File: src/rtl/mdu_ctrl.sv
// Multi-cycle mult/multu/div/divu sequencer: shared 32-step shift-add / restoring-divide datapath; optional MDU_EARLY_EXIT_EN.
// Latency: hilo_we at start+35 (start+3 on zero divisor/multiplier; variable for multiply with MDU_EARLY_EXIT_EN).
// Backpressure: holds the pipeline with stallreq from start through FIX; cancel aborts and drops stallreq at once.
module mdu_ctrl #(
    parameter int ITER  = 32,
    parameter int CNT_W = 6
) (
    input  logic        clk,
    input  logic        rst,
    input  logic        op_div,
    input  logic        op_divu,
    input  logic        op_mult,
    input  logic        op_multu,
    input  logic [31:0] src_a,
    input  logic [31:0] src_b,
    input  logic        cancel,
    output logic        stallreq,
    output logic        busy,
    output logic        hilo_we,
    output logic [31:0] hi,
    output logic [31:0] lo
);

    typedef enum logic [2:0] {IDLE, PREP, RUN, FIX, DONE} state_t;

    state_t             state;
    logic               is_div;
    logic               is_sgn;
    logic               neg_q;
    logic               neg_r;
    logic [63:0]        acc;
    logic [63:0]        mc;
    logic [31:0]        b_reg;
    logic [CNT_W-1:0]   cnt;

    logic               start_any;
    logic [31:0]        a_mag;
    logic [31:0]        b_mag;
    logic [64:0]        div_sh;
    logic [32:0]        div_diff;
    logic [63:0]        div_nxt;
    logic [63:0]        mul_nxt;
    logic [63:0]        prod_fix;
    logic               mul_exit;
    logic               run_exit;

    assign start_any = op_div | op_divu | op_mult | op_multu;

    // mc[31:0] and b_reg hold the raw operands until PREP replaces them with magnitudes
    assign a_mag = (is_sgn && mc[31])    ? -mc[31:0] : mc[31:0];
    assign b_mag = (is_sgn && b_reg[31]) ? -b_reg    : b_reg;

    // acc is {rem, quot} while dividing and the running product while multiplying
    assign div_sh   = {acc, 1'b0};
    assign div_diff = div_sh[64:32] - {1'b0, b_reg};
    assign div_nxt  = div_diff[32] ? div_sh[63:0] : {div_diff[31:0], div_sh[31:1], 1'b1};
    assign mul_nxt  = b_reg[0] ? acc + mc : acc;
    assign prod_fix = neg_q ? -acc : acc;

`ifdef MDU_EARLY_EXIT_EN
    assign mul_exit = (b_reg[31:1] == 31'd0);
`else
    assign mul_exit = 1'b0;
`endif
    assign run_exit = (cnt == CNT_W'(ITER - 1)) | (~is_div & mul_exit);

    assign busy     = (state != IDLE);
    assign stallreq = ~cancel & ((start_any & (state == IDLE)) |
                                 (state == PREP) | (state == RUN) | (state == FIX));

    always_ff @(posedge clk or negedge rst) begin
        if (!rst) begin
            state   <= IDLE;
            is_div  <= 1'b0;
            is_sgn  <= 1'b0;
            neg_q   <= 1'b0;
            neg_r   <= 1'b0;
            acc     <= 64'd0;
            mc      <= 64'd0;
            b_reg   <= 32'd0;
            cnt     <= '0;
            hilo_we <= 1'b0;
            hi      <= 32'd0;
            lo      <= 32'd0;
        end else begin
            hilo_we <= 1'b0;
            if (cancel && state != IDLE) begin
                state <= IDLE;
            end else begin
                case (state)
                    IDLE: begin
                        if (start_any && !cancel) begin
                            state  <= PREP;
                            is_div <= op_div | op_divu;
                            is_sgn <= op_div | (~op_divu & op_mult);
                            mc     <= {32'd0, src_a};
                            b_reg  <= src_b;
                        end
                    end
                    PREP: begin
                        cnt   <= '0;
                        neg_q <= is_sgn & (mc[31] ^ b_reg[31]);
                        neg_r <= is_sgn & mc[31];
                        b_reg <= b_mag;
                        if (is_div) begin
                            if (b_mag == 32'd0) begin
                                // divide by zero: deliver all-ones quotient and |dividend| unsigned
                                acc   <= {a_mag, 32'hFFFF_FFFF};
                                neg_q <= 1'b0;
                                neg_r <= 1'b0;
                                state <= FIX;
                            end else begin
                                acc   <= {32'd0, a_mag};
                                state <= RUN;
                            end
                        end else begin
                            mc    <= {32'd0, a_mag};
                            acc   <= 64'd0;
                            state <= (b_mag == 32'd0) ? FIX : RUN;
                        end
                    end
                    RUN: begin
                        cnt <= cnt + CNT_W'(1);
                        if (is_div) begin
                            acc <= div_nxt;
                        end else begin
                            acc   <= mul_nxt;
                            mc    <= mc << 1;
                            b_reg <= b_reg >> 1;
                        end
                        if (run_exit) state <= FIX;
                    end
                    FIX: begin
                        if (is_div) begin
                            hi <= neg_r ? -acc[63:32] : acc[63:32];
                            lo <= neg_q ? -acc[31:0]  : acc[31:0];
                        end else begin
                            hi <= prod_fix[63:32];
                            lo <= prod_fix[31:0];
                        end
                        hilo_we <= 1'b1;
                        state   <= DONE;
                    end
                    DONE: state <= IDLE;
                    default: state <= IDLE;
                endcase
            end
        end
    end

endmodule

File: config.mk
export PLATFORM = sky130hd
export DESIGN_NAME = mdu_ctrl
export DESIGN_NICKNAME = d
export VERILOG_FILES = /design/src/rtl/mdu_ctrl.sv
export SDC_FILE = /design/constraint.sdc
export NUM_CORES = 1
export LEC_CHECK = 0
export CAP_MARGIN = 20
export CORE_ASPECT_RATIO = 0.5
export CORE_MARGIN = 10
export CORE_UTILIZATION = 30
export CTS_CLUSTER_DIAMETER = 200
export DETAILED_ROUTE_END_ITERATION = 12
export HOLD_SLACK_MARGIN = 0.08
export PLACE_DENSITY = 0.55
export SLEW_MARGIN = 10
export SYNTH_ARGS = -nofsm -noshare
export SYNTH_HDL_FRONTEND = slang
export SYNTH_SLANG_ARGS = --single-unit
File: constraint.sdc
create_clock -name clk -period 3.8 [get_ports clk]
set_clock_uncertainty 0.05 [all_clocks]
set_input_delay 0.57 -clock clk [delete_from_list [all_inputs] [get_ports clk]]
set_output_delay 0.57 -clock clk [all_outputs]
set_load 0.02 [all_outputs]
==> results of run 1 <==
[final timing paths]
| kind | to | slack (ns) | from | cells past startpoint |
|---|---|---|---|---|
| max reg2reg | acc[55] | 0.08 | b_reg[0] | 15 |
| max | acc[55] | 0.08 | b_reg[0] | 15 |
| min in group asynchronous | b_reg[29] | 0.50 | rst | 2 |
| max in group asynchronous | b_reg[10] | 2.20 | rst | 3 |
| min reg2reg | lo[15] | 0.43 | lo[15] | 2 |
| min | lo[15] | 0.43 | lo[15] | 2 |
[layout make-up]
type / instances / area, sq um
fill: 6708 / 40000
timing repair buffer: 429 / 3710
sequential: 238 / 5960
clock inverter: 17 / 238
clock buffer: 34 / 763
inverter: 77 / 289
multi-input combinational: 2095 / 13300
tap: 884 / 1110
[kinds of logic after synthesis]
logic type      after synthesis
buf+inv                     243
mux                          36
simple gates                839
xor+xnor                    187
fa+ha+maj                   102
compound gates              929
flops                       238
[cells in the final DEF, fill, tap and decap left out, types with 15 or more instances in the layout]
cell type,synthesis,routed
a21oi_1,225,224
nor2_1,208,203
or4_1,19,18
a22o_1,29,29
o21ai_0,301,300
o31ai_1,25,22
o22ai_1,20,16
nand3_1,50,50
and3_1,17,17
clkdlybuf4s50_1,0,136
a211oi_1,21,19
o21ai_1,49,50
clkbuf_16,0,28
nand2_1,322,320
o211ai_1,17,17
or3_1,23,21
xor2_1,80,80
inv_1,76,72
o21bai_1,19,18
a221oi_1,54,53
dfrtp_1,238,235
ha_1,100,98
buf_4,1,279
nand4_1,31,31
a21o_1,38,37
xnor2_1,107,107
a22oi_1,16,15
nand2b_1,20,19
nor3_1,62,60
nor4_1,30,29
a31oi_1,26,25
mux2i_1,28,28
[metal layers]
layer	wire, um	global-route usage (%)	share of wire (%)
met5	21	0	0.026
met3	7160	3.80	8.7
met1	36700	28.4	45
met4	2550	5.43	3.1
met2	35800	31.2	44
[worst max-delay path, stage by stage, from the launching register on]
cell and delay [ns]:
dfrtp_1 0.38, inv_2 0.08, ha_4 0.14, or4b_4 0.51
nor3_4 0.27, buf_4 0.17, a41oi_2 0.09, xnor2_1 0.22
nand2_1 0.07, or4b_4 0.56, nor4b_4 0.28, buf_6 0.20
and2_4 0.17, buf_12 0.15, a221oi_2 0.08, a41oi_2 0.20
[where the power goes]
| part | switching (mW) | total (mW) | internal, mW |
|---|---|---|---|
| Clock | 1.24 | 3.01 | 1.77 |
| Sequential | 1.01 | 4.51 | 3.50 |
| Combinational | 10.2 | 17.2 | 6.95 |
[per-stage QoR]
stage / std cells / setup TNS (ns)
6_report: 3774 / 0
5_1_grt: 3774 / -0.123
4_1_cts: 3762 / 0
3_5_place_dp: 3710 / -0.135
3_3_place_gp: 3710 / -0.163
2_1_floorplan: 2574 / 0
[repair_timing]
action                                 4_1_cts  5_1_grt
gates cloned                                 0        2
hold buffers                                 1        0
endpoints found under the hold margin       58        0
setup endpoints to repair                   15       68
setup buffers                                0       10
pin swaps                                    1       20
gates resized for setup                      5       44
==> key figures, run 1 <==
Cells and area
  • Antenna cells: 0
  • Largest regs: acc x64, mc x64
  • Layout cells sized above 1: 14.7%
  • Area Overhead vs Synth: 27.3%
  • Final Util: 38.8%
  • Final #Nets: 3042
  • Cell area after layout: 25300 sq um

Setup path
  • Critical Path AT: 4.16 ns
  • Startpoint types: flip-flop
  • Setup crit end kind: flip-flop
  • CP required: 4.24 ns
  • CP max FO: 8
  • Critical path type: flip-flop to flip-flop

GRT
  • Gr usage total: 20.2%
  • Pin count of the biggest net entering global routing: 72
  • Grt ovf: 0
  • First-pass GRT wire length: 125000 um
  • Initial antenna violation count: 2
  • Vias in the first global route: 20100

Logic synthesis
  • Synthesized-area fraction occupied by and/or/nand/nor cells: 19.9%
  • Largest cells by area after synthesis: dfrtp_1, o21ai_0, ha_1, nand2_1, a21oi_1
  • Synth Area in Adders: 6.49%
  • Synth async-reset ratio: 100%
  • Yosys reg bits: 238
  • Synth unique cells: 84
  • Largest family of logic cells by synthesized area: compound AO/OA/AOI/OAI gates
  • Mean Syn Cell Area: 7.73 sq um
  • YS warnings: 0
  • Top post-synthesis cells by count: nand2_1, o21ai_0, dfrtp_1
  • Compound-Gate Fraction of Synth Area: 28.7%
  • Most common cell in the netlist: nand2_1
  • Register area share after synthesis: 29.9%
  • Cell accounting for the most synthesized area: dfrtp_1
  • XOR/XNOR Fraction of Synth Area: 8.23%
  • Post-synthesis mux area share: 1.86%
  • Ys flop type: dfrtp_1
  • Syn Nets: 2747
  • Post-synthesis cell area: 19900 sq um
  • Yosys top cell area share: 29.9%
  • EDFF count, synth: 0
  • Synth Instances: 2574

Clocking
  • Clock slew at reported path FFs: 0.07 ns
  • Worst-skew pair later-pin latency: 0.59 ns
  • CTS tree: done
  • CTS Buffer Depth: 3
  • Clock root buffer: clkbuf_16
  • H-Tree Depth: 1
  • CTS Sinks: 238
  • TritonCTS Buffers: 28

Place
  • Port buffer count: 137
  • Placer Congestion: 0.966
  • DP Wirelength: 63900 um
  • Dpl ws: -0.0518 ns
  • Placed instance area: 24000 sq um

STA
  • Actual slew at the worst max-slew pin: 1.02 ns
  • Min Hold Slack: 0.426 ns
  • Worst slew margin: 31.9%
  • Final period util: 97.9%
  • Setup violators final: 0
  • Unrepaired setup endpoints after global routing: yes
  • Max Clk Rate: 0.269 GHz
  • Hold Fails Final Rpt: 0
  • Post-route worst setup slack: 0.0804 ns
  • Post-route minimum period: 3.72 ns
  • Slew Viols, Final: 0

Detailed routing
  • Vias post-DR: 21300
  • Via density: 5.64
  • DRT Pass-1 Iters: 6
  • Antenna Violating Nets Remaining: 0
  • Wirelength per Cell: 21.8 um
  • Final wirelength: 82300 um
  • DR iter-0 viols: 2159
  • DRC: 0

Floorplanning
  • DIE AREA: 77600 sq um
  • Starting density of the core: 30.5%
  • IO Pins: 138
  • Die Ht: 202 um
  • Die Wd: 384 um
  • Core box area: 65300 sq um
  • Row count: 66

Status
  • Status: complete, no violations

Power
  • VDD IR-drop max: 0.000332 V
  • Leak: 10.7 nW
  • Tot Pwr: 24.7 mW
  • PwrDens: 975 nW/um^2

Flow run
  • Max cap viols: 0

Min path
  • Worst Hold Class: flip-flop to flip-flop
No activity file was read; power rests on OpenSTA's default activity.
==> inputs of run 2 (changes only) <==
--- a/config.mk
+++ b/config.mk
@@ -12,7 +12,7 @@
 export CTS_CLUSTER_DIAMETER = 200
 export DETAILED_ROUTE_END_ITERATION = 12
 export HOLD_SLACK_MARGIN = 0.08
-export PLACE_DENSITY = 0.55
+export PLACE_DENSITY = 0.53
 export SLEW_MARGIN = 10
 export SYNTH_ARGS = -nofsm -noshare
 export SYNTH_HDL_FRONTEND = slang
==> constraint.sdc (replaced) <==
create_clock -name clk -period 3.45 [get_ports clk]
set_clock_uncertainty 0.05 [all_clocks]
set_input_delay 0.5175 -clock clk [delete_from_list [all_inputs] [get_ports clk]]
set_output_delay 0.5175 -clock clk [all_outputs]
set_load 0.02 [all_outputs]
==> run 2 against run 1 <==
  * The flow now finishes with violations (setup timing)
  * Combinational power up 30%
  * Global-route usage increased by 1.7 points
  * Routed wire length grew 8.3%
  * First-iteration DRC count decreased by 6.9%
  * Total power rose by 22%
  * Sequential power grew 6.2%
  * Sequential cell count is the same
  * Highest routed layer is now met4
  * Via count is 4.8% higher
  * Count of clock-buffer cells in the layout decreased by 2
  * Non-clock buffer count increased by 252
==> key figures, run 2 (synthesized netlist as in run 1, its figures left out) <==
Clocking
  • TritonCTS Buffers: 27 (-3.6%)
  • Clock root buffer: clkbuf_16
  • Worst-skew pair later-pin latency: 0.62 ns (+0.03 ns)
  • CTS tree: done
  • Clock slew at reported path FFs: 0.07 ns (about the same)
  • CTS Buffer Depth: 3 (unchanged)
  • CTS Sinks: 238 (unchanged)
  • H-Tree Depth: 1 (unchanged)

Place
  • Placer Congestion: 0.957 (-0.95%)
  • Port buffer count: 137 (unchanged)
  • Dpl ws: -0.538 ns (-0.486 ns)
  • DP Wirelength: 68700 um (+7.6%)

Cells and area
  • Commonest cells after routing, fill and taps aside: buf_4, nand2_1, o21ai_0
  • Antenna cells: 0 (unchanged)
  • Final #Nets: 3293 (+8.3%)
  • Largest regs: acc x64, mc x64
  • Layout cells sized above 1: 25.0% (+10 points)
  • Filler instances: 6621 (-1.3%)
  • Commonest non-fill, non-tap cell in the layout: buf_4
  • Area Overhead vs Synth: 40.8%

Detailed routing
  • Antenna Violating Nets Remaining: 0 (unchanged)
  • Via density: 5.54 (-1.7%)
  • Wirelength per Cell: 22.2 um (+1.6%)
  • DRT Pass-1 Iters: 5 (-1)
  • Vias post-DR: 22300 (+4.8%)
  • DRC: 0 (unchanged)
  • Final wirelength: 89200 um (+8.3%)
  • DR iter-0 viols: 2010 (-6.9%)

Floorplanning
  • Core box area: 65300 sq um (unchanged)
  • DIE AREA: 77600 sq um (unchanged)
  • Starting density of the core: 30.5% (unchanged)
  • IO Pins: 138 (unchanged)
  • Die Wd: 384 um (unchanged)
  • Row count: 66 (unchanged)
  • Die Ht: 202 um (unchanged)

Setup path
  • CP required: 3.93 ns (-0.31 ns)
  • CP max FO: 7 (-1)
  • Critical Path AT: 4.10 ns (-0.06 ns)
  • Startpoint types: flip-flop
  • Setup crit end kind: flip-flop
  • Critical path type: flip-flop to flip-flop

STA
  • Unrepaired setup endpoints after global routing: yes
  • Max Clk Rate: 0.276 GHz (+2.7%)
  • Actual slew at the worst max-slew pin: 1.13 ns (+0.110 ns)
  • Post-route minimum period: 3.62 ns (-0.0977 ns)
  • Min Hold Slack: 0.425 ns (-0.000502 ns)
  • Setup TNS Final: -5.25 ns (-5.25 ns)
  • Setup violators final: 66 (+66)
  • Worst slew margin: 24.1% (-7.8 points)
  • Final period util: 105% (+7.1 points)
  • Post-route worst setup slack: -0.172 ns (-0.252 ns)
  • Slew Viols, Final: 0 (unchanged)
  • Hold Fails Final Rpt: 0 (unchanged)

Min path
  • Worst Hold Class: flip-flop to flip-flop

GRT
  • First-pass GRT wire length: 134000 um (+7.5%)
  • Gr usage total: 21.9% (+1.7 points)
  • Vias in the first global route: 21400 (+6.5%)
  • Pin count of the biggest net entering global routing: 103 (+43%)
  • Initial antenna violation count: 0 (-2)
  • Grt ovf: 0 (unchanged)

Flow run
  • Max cap viols: 0 (unchanged)

Power
  • PwrDens: 1080 nW/um^2 (+11%)
  • Leak: 12.1 nW (+13%)
  • VDD IR-drop max: 0.000400 V (+20%)

Status
  • Status: finished, violations left
  • Failing checks: setup timing
[run 2: worst paths after layout]
| path | start | to | slack, ns | cells past startpoint |
|---|---|---|---|---|
| hold / removal | lo[25] | lo[25] | 0.43 | 2 |
| min in group asynchronous | rst | b_reg[29] | 0.45 | 2 |
| setup reg to reg | b_reg[4] | acc[3] | -0.17 | 16 |
| hold reg to reg | lo[25] | lo[25] | 0.43 | 2 |
| max in group asynchronous | rst | b_reg[13] | 2.03 | 3 |
| setup / recovery | b_reg[4] | acc[3] | -0.17 | 16 |
[run 2: repair_timing]
action,in CTS,in global routing
endpoints found under the hold margin,93,0
resized for setup,96,126
gates cloned,1,2
buffers inserted,22,12
endpoints found under the setup margin,70,98
pin swaps,34,70
hold buffers,1,0
[run 2: area by class of cell]
class                      count  area (sq um)  share of cell area [%]
multi-input combinational   2095         14000                    50.1
sequential                   238          5960                    21.3
timing repair buffer         681          5720                    20.4
tap                          884          1110                    3.95
clock buffer                  32           724                    2.59
inverter                      77           289                    1.03
clock inverter                18           165                   0.590
[run 2: through the flow]
| step | utilization, % | std cells | instance area (sq um) | power [mW] |
|---|---|---|---|---|
| after floorplan | - | 2574 | 19900 | 15.6 |
| after global placement | 39.4 | 3938 | 25800 | 25.3 |
| after detailed placement | 39.4 | 3938 | 25800 | 25.3 |
| after CTS | 41.7 | 4011 | 27300 | 29.1 |
| after global routing | 42.9 | 4025 | 28000 | 32.2 |
| final | 42.9 | 4025 | 28000 | 30.2 |
[run 2: layer usage]
metal	up-vias	track usage [%]	wire [um]
met5	-	0	0
met4	0	4.94	2300
met3	119	3.71	6460
met2	805	34.7	39600
met1	10800	30.8	40800
li1	10600	-	-
[run 2: worst max-delay path, stage by stage, from the launching register on]
cell and delay, ns:
dfrtp_1 0.39, buf_6 0.14, or4_4 0.55, nor3_4 0.35, buf_6 0.17, a41oi_2 0.09
xnor2_1 0.17, buf_4 0.15, and3_1 0.13, nand4b_1 0.14, nor4b_4 0.33, buf_6 0.19
nor2_4 0.08, buf_12 0.18, a21oi_4 0.14, a21oi_2 0.07, o21ai_1 0.18
[run 2: report_power, final]
group	switching (mW)	internal, mW
clock network	1.44	1.61
logic	12.6	9.78
registers	0.939	3.85
total	14.9	15.2
==> inputs of run 3 (changes only) <==
--- a/config.mk
+++ b/config.mk
@@ -13,6 +13,7 @@
 export DETAILED_ROUTE_END_ITERATION = 12
 export HOLD_SLACK_MARGIN = 0.08
 export PLACE_DENSITY = 0.53
+export SKIP_LAST_GASP = 1
 export SLEW_MARGIN = 10
 export SYNTH_ARGS = -nofsm -noshare
 export SYNTH_HDL_FRONTEND = slang
==> run 3 against run 2 <==
  * The flow still finishes with violations (setup timing)
  * Register-to-register slack hardly changed
  * Setup slack better by 0.012 ns
  * Routed wire length is 0.37% lower
  * Cell area is 0.26% lower
  * Sequential power hardly changed
  * Combinational power hardly changed
  * Cell count hardly changed
  * Critical path type unchanged
  * Largest power group unchanged
  * Highest routed layer unchanged
==> key figures, run 3 (synthesized netlist as in run 1, its figures left out) <==
Floorplanning
  • DIE AREA: 77600 sq um (unchanged)
  • Core box area: 65300 sq um (unchanged)
  • Row count: 66 (unchanged)
  • IO Pins: 138 (unchanged)
  • Die Ht: 202 um (unchanged)
  • Die Wd: 384 um (unchanged)
  • Starting density of the core: 30.5% (unchanged)

GRT
  • Vias in the first global route: 21400 (-0.0047%)
  • M2 GR Usage: 34.7% (-0.038 points)
  • Gr usage total: 21.9% (about the same)
  • Pin count of the biggest net entering global routing: 103 (unchanged)
  • Grt ovf: 0 (unchanged)
  • Most crowded layer after global routing: met2
  • Met1 GRT Util: 30.7% (-0.040 points)
  • Initial antenna violation count: 0 (unchanged)
  • Met3 GRT Util: 3.77% (+0.058 points)
  • First-pass GRT wire length: 134000 um (about the same)

Power
  • Leak: 12.1 nW (about the same)
  • VDD IR-drop max: 0.000397 V (-0.74%)
  • PwrDens: 1070 nW/um^2 (-0.37%)
  • Tot Pwr: 30.0 mW (-0.63%)

Setup path
  • CP max FO: 6 (-1)
  • Critical Path AT: 4.10 ns (about the same)
  • Crit Reg-Reg Startpoint: b_reg[0]
  • Worst R2R Path Depth: 15 (-1)
  • CP required: 3.94 ns (about the same)
  • Most frequent cell on the critical path: or4b_4
  • CP Cell Sequence: inv_2, ha_4, or4b_4, nor3_4, nand4b_1, a211oi_2, a31oi_1, or4b_4, nor4b_4, buf_6, buf_12, nand2_8, nor2_2, a2111oi_2, nor2_1
  • R2r endpoint: acc[46]
  • Max incr delay on CP: 0.57 ns (+0.02 ns)
  • Setup crit end kind: flip-flop
  • Reg2reg setup slack: -0.16 ns (about the same)
  • Critical path type: flip-flop to flip-flop
  • Crit-path slowest cell: or4b_4
  • Startpoint types: flip-flop

Cells and area
  • Cell area after layout: 27900 sq um (-0.26%)
  • Commonest non-fill, non-tap cell in the layout: buf_4
  • Filler instances: 6622 (+0.015%)
  • FF+latch area: 5960 sq um (about the same)
  • Commonest cells after routing, fill and taps aside: buf_4, nand2_1, o21ai_0
  • Area Overhead vs Synth: 40.4%
  • Largest regs: acc x64, mc x64
  • Antenna cells: 0 (unchanged)
  • Area taken by multi-input logic gates: 14000 sq um (-0.28%)
  • Final #Nets: 3289 (-0.12%)
  • Layout cells sized above 1: 24.8% (-0.13 points)

STA
  • Post-route minimum period: 3.61 ns (-0.0119 ns)
  • Final period util: 105% (-0.35 points)
  • Slew Viols, Final: 0 (unchanged)
  • Worst slew margin: 24.5% (+0.42 points)
  • Hold Fails Final Rpt: 0 (unchanged)
  • Post-route worst setup slack: -0.160 ns (+0.0119 ns)
  • Setup violators final: 53 (-20%)
  • Unrepaired setup endpoints after global routing: yes
  • Actual slew at the worst max-slew pin: 1.12 ns (-0.00621 ns)
  • Max Clk Rate: 0.277 GHz (+0.33%)

Clocking
  • CTS Sinks: 238 (unchanged)
  • Worst-skew pair later-pin latency: 0.62 ns (about the same)
  • H-Tree Depth: 1 (unchanged)
  • Clock root buffer: clkbuf_16
  • TritonCTS Buffers: 27 (unchanged)
  • CTS tree: done
  • Clock slew at reported path FFs: 0.08 ns (about the same)
  • CTS Buffer Depth: 3 (unchanged)

Min path
  • Worst Hold Class: flip-flop to flip-flop
  • Hold path cells: 2 (unchanged)
  • Hold Path Origin: lo[25]
  • Hold path endpoint: lo[25]

Detailed routing
  • DRC: 0 (unchanged)
  • DR iter-0 viols: 1993 (-0.85%)
  • Vias post-DR: 22300 (-0.11%)
  • DRT Pass-1 Iters: 5 (unchanged)
  • Final wirelength: 88800 um (-0.37%)
  • Antenna Violating Nets Remaining: 0 (unchanged)
  • Via density: 5.54 (about the same)
  • Wirelength per Cell: 22.1 um (-0.27%)

Place
  • Placed instance area: 25800 sq um (unchanged)
  • Placer Congestion: 0.957 (unchanged)
  • DP Wirelength: 68700 um (unchanged)
  • Port buffer count: 137 (unchanged)

Flow run
  • Max cap viols: 0 (unchanged)

Status
  • Failing checks: setup timing
  • Status: finished, violations left
## run 3: cell type report
class,count,area share [%]
well taps,884,3.96
clock buffers,32,2.59
flip-flops and latches,238,21.3
repair buffers,677,20.4
multi-input cells,2095,50.1
inverters,77,1.03
clock inverters,18,0.591
## run 3: worst max path at each step
stage          startpoint  endpoint  slack [ns]  depth (start not counted)
5_1_grt          b_reg[0]   acc[46]       -0.31                         15
3_5_place_dp     b_reg[4]   acc[37]       -0.54                         14
2_1_floorplan    b_reg[1]   acc[53]       -0.05                         15
3_3_place_gp     b_reg[4]   acc[37]       -0.54                         14
6_report         b_reg[0]   acc[46]       -0.16                         15
4_1_cts          b_reg[0]   acc[36]       -0.10                         14
## run 3: what timing repair did
action	in CTS	in global routing
pin swaps	33	60
hold buffers	1	0
setup buffers	22	8
cloned	1	2
hold endpoints to repair	93	0
resized for setup	94	125
setup endpoints to repair	70	98
## run 3: routing by layer
metal  routed length (um)  vias up
li1                     -    10500
met3                 6750      112
met2                39500      791
met5                    0        -
met4                 2250        0
met1                40400    10800
## run 3: worst max-delay path: cells and delay by family, from the launching register on
family,cells,cell delay (ns)
compound gates,3,0.37
buf+inv,3,0.41
simple gates,8,2.15
fa+ha+maj,1,0.14
flops,1,0.41
## run 3: through the flow
stage / TNS, ns / hold slack, ns / setup slack, ns / util, % / cells
after floorplan: -0.306 / 0.172 / -0.0473 / - / 2574
after global placement: -15.69 / 0.413 / -0.541 / 39.4 / 3938
after detailed placement: -15.65 / 0.421 / -0.538 / 39.4 / 3938
after CTS: -1.84 / 0.435 / -0.100 / 41.7 / 4011
after global routing: -13.48 / 0.443 / -0.314 / 42.8 / 4021
final: -3.71 / 0.425 / -0.160 / 42.8 / 4021
## run 3: report_power, final
part	switching, mW	internal, mW
clock network	1.44	1.61
registers	0.942	3.86
logic	12.5	9.68
total	14.9	15.1
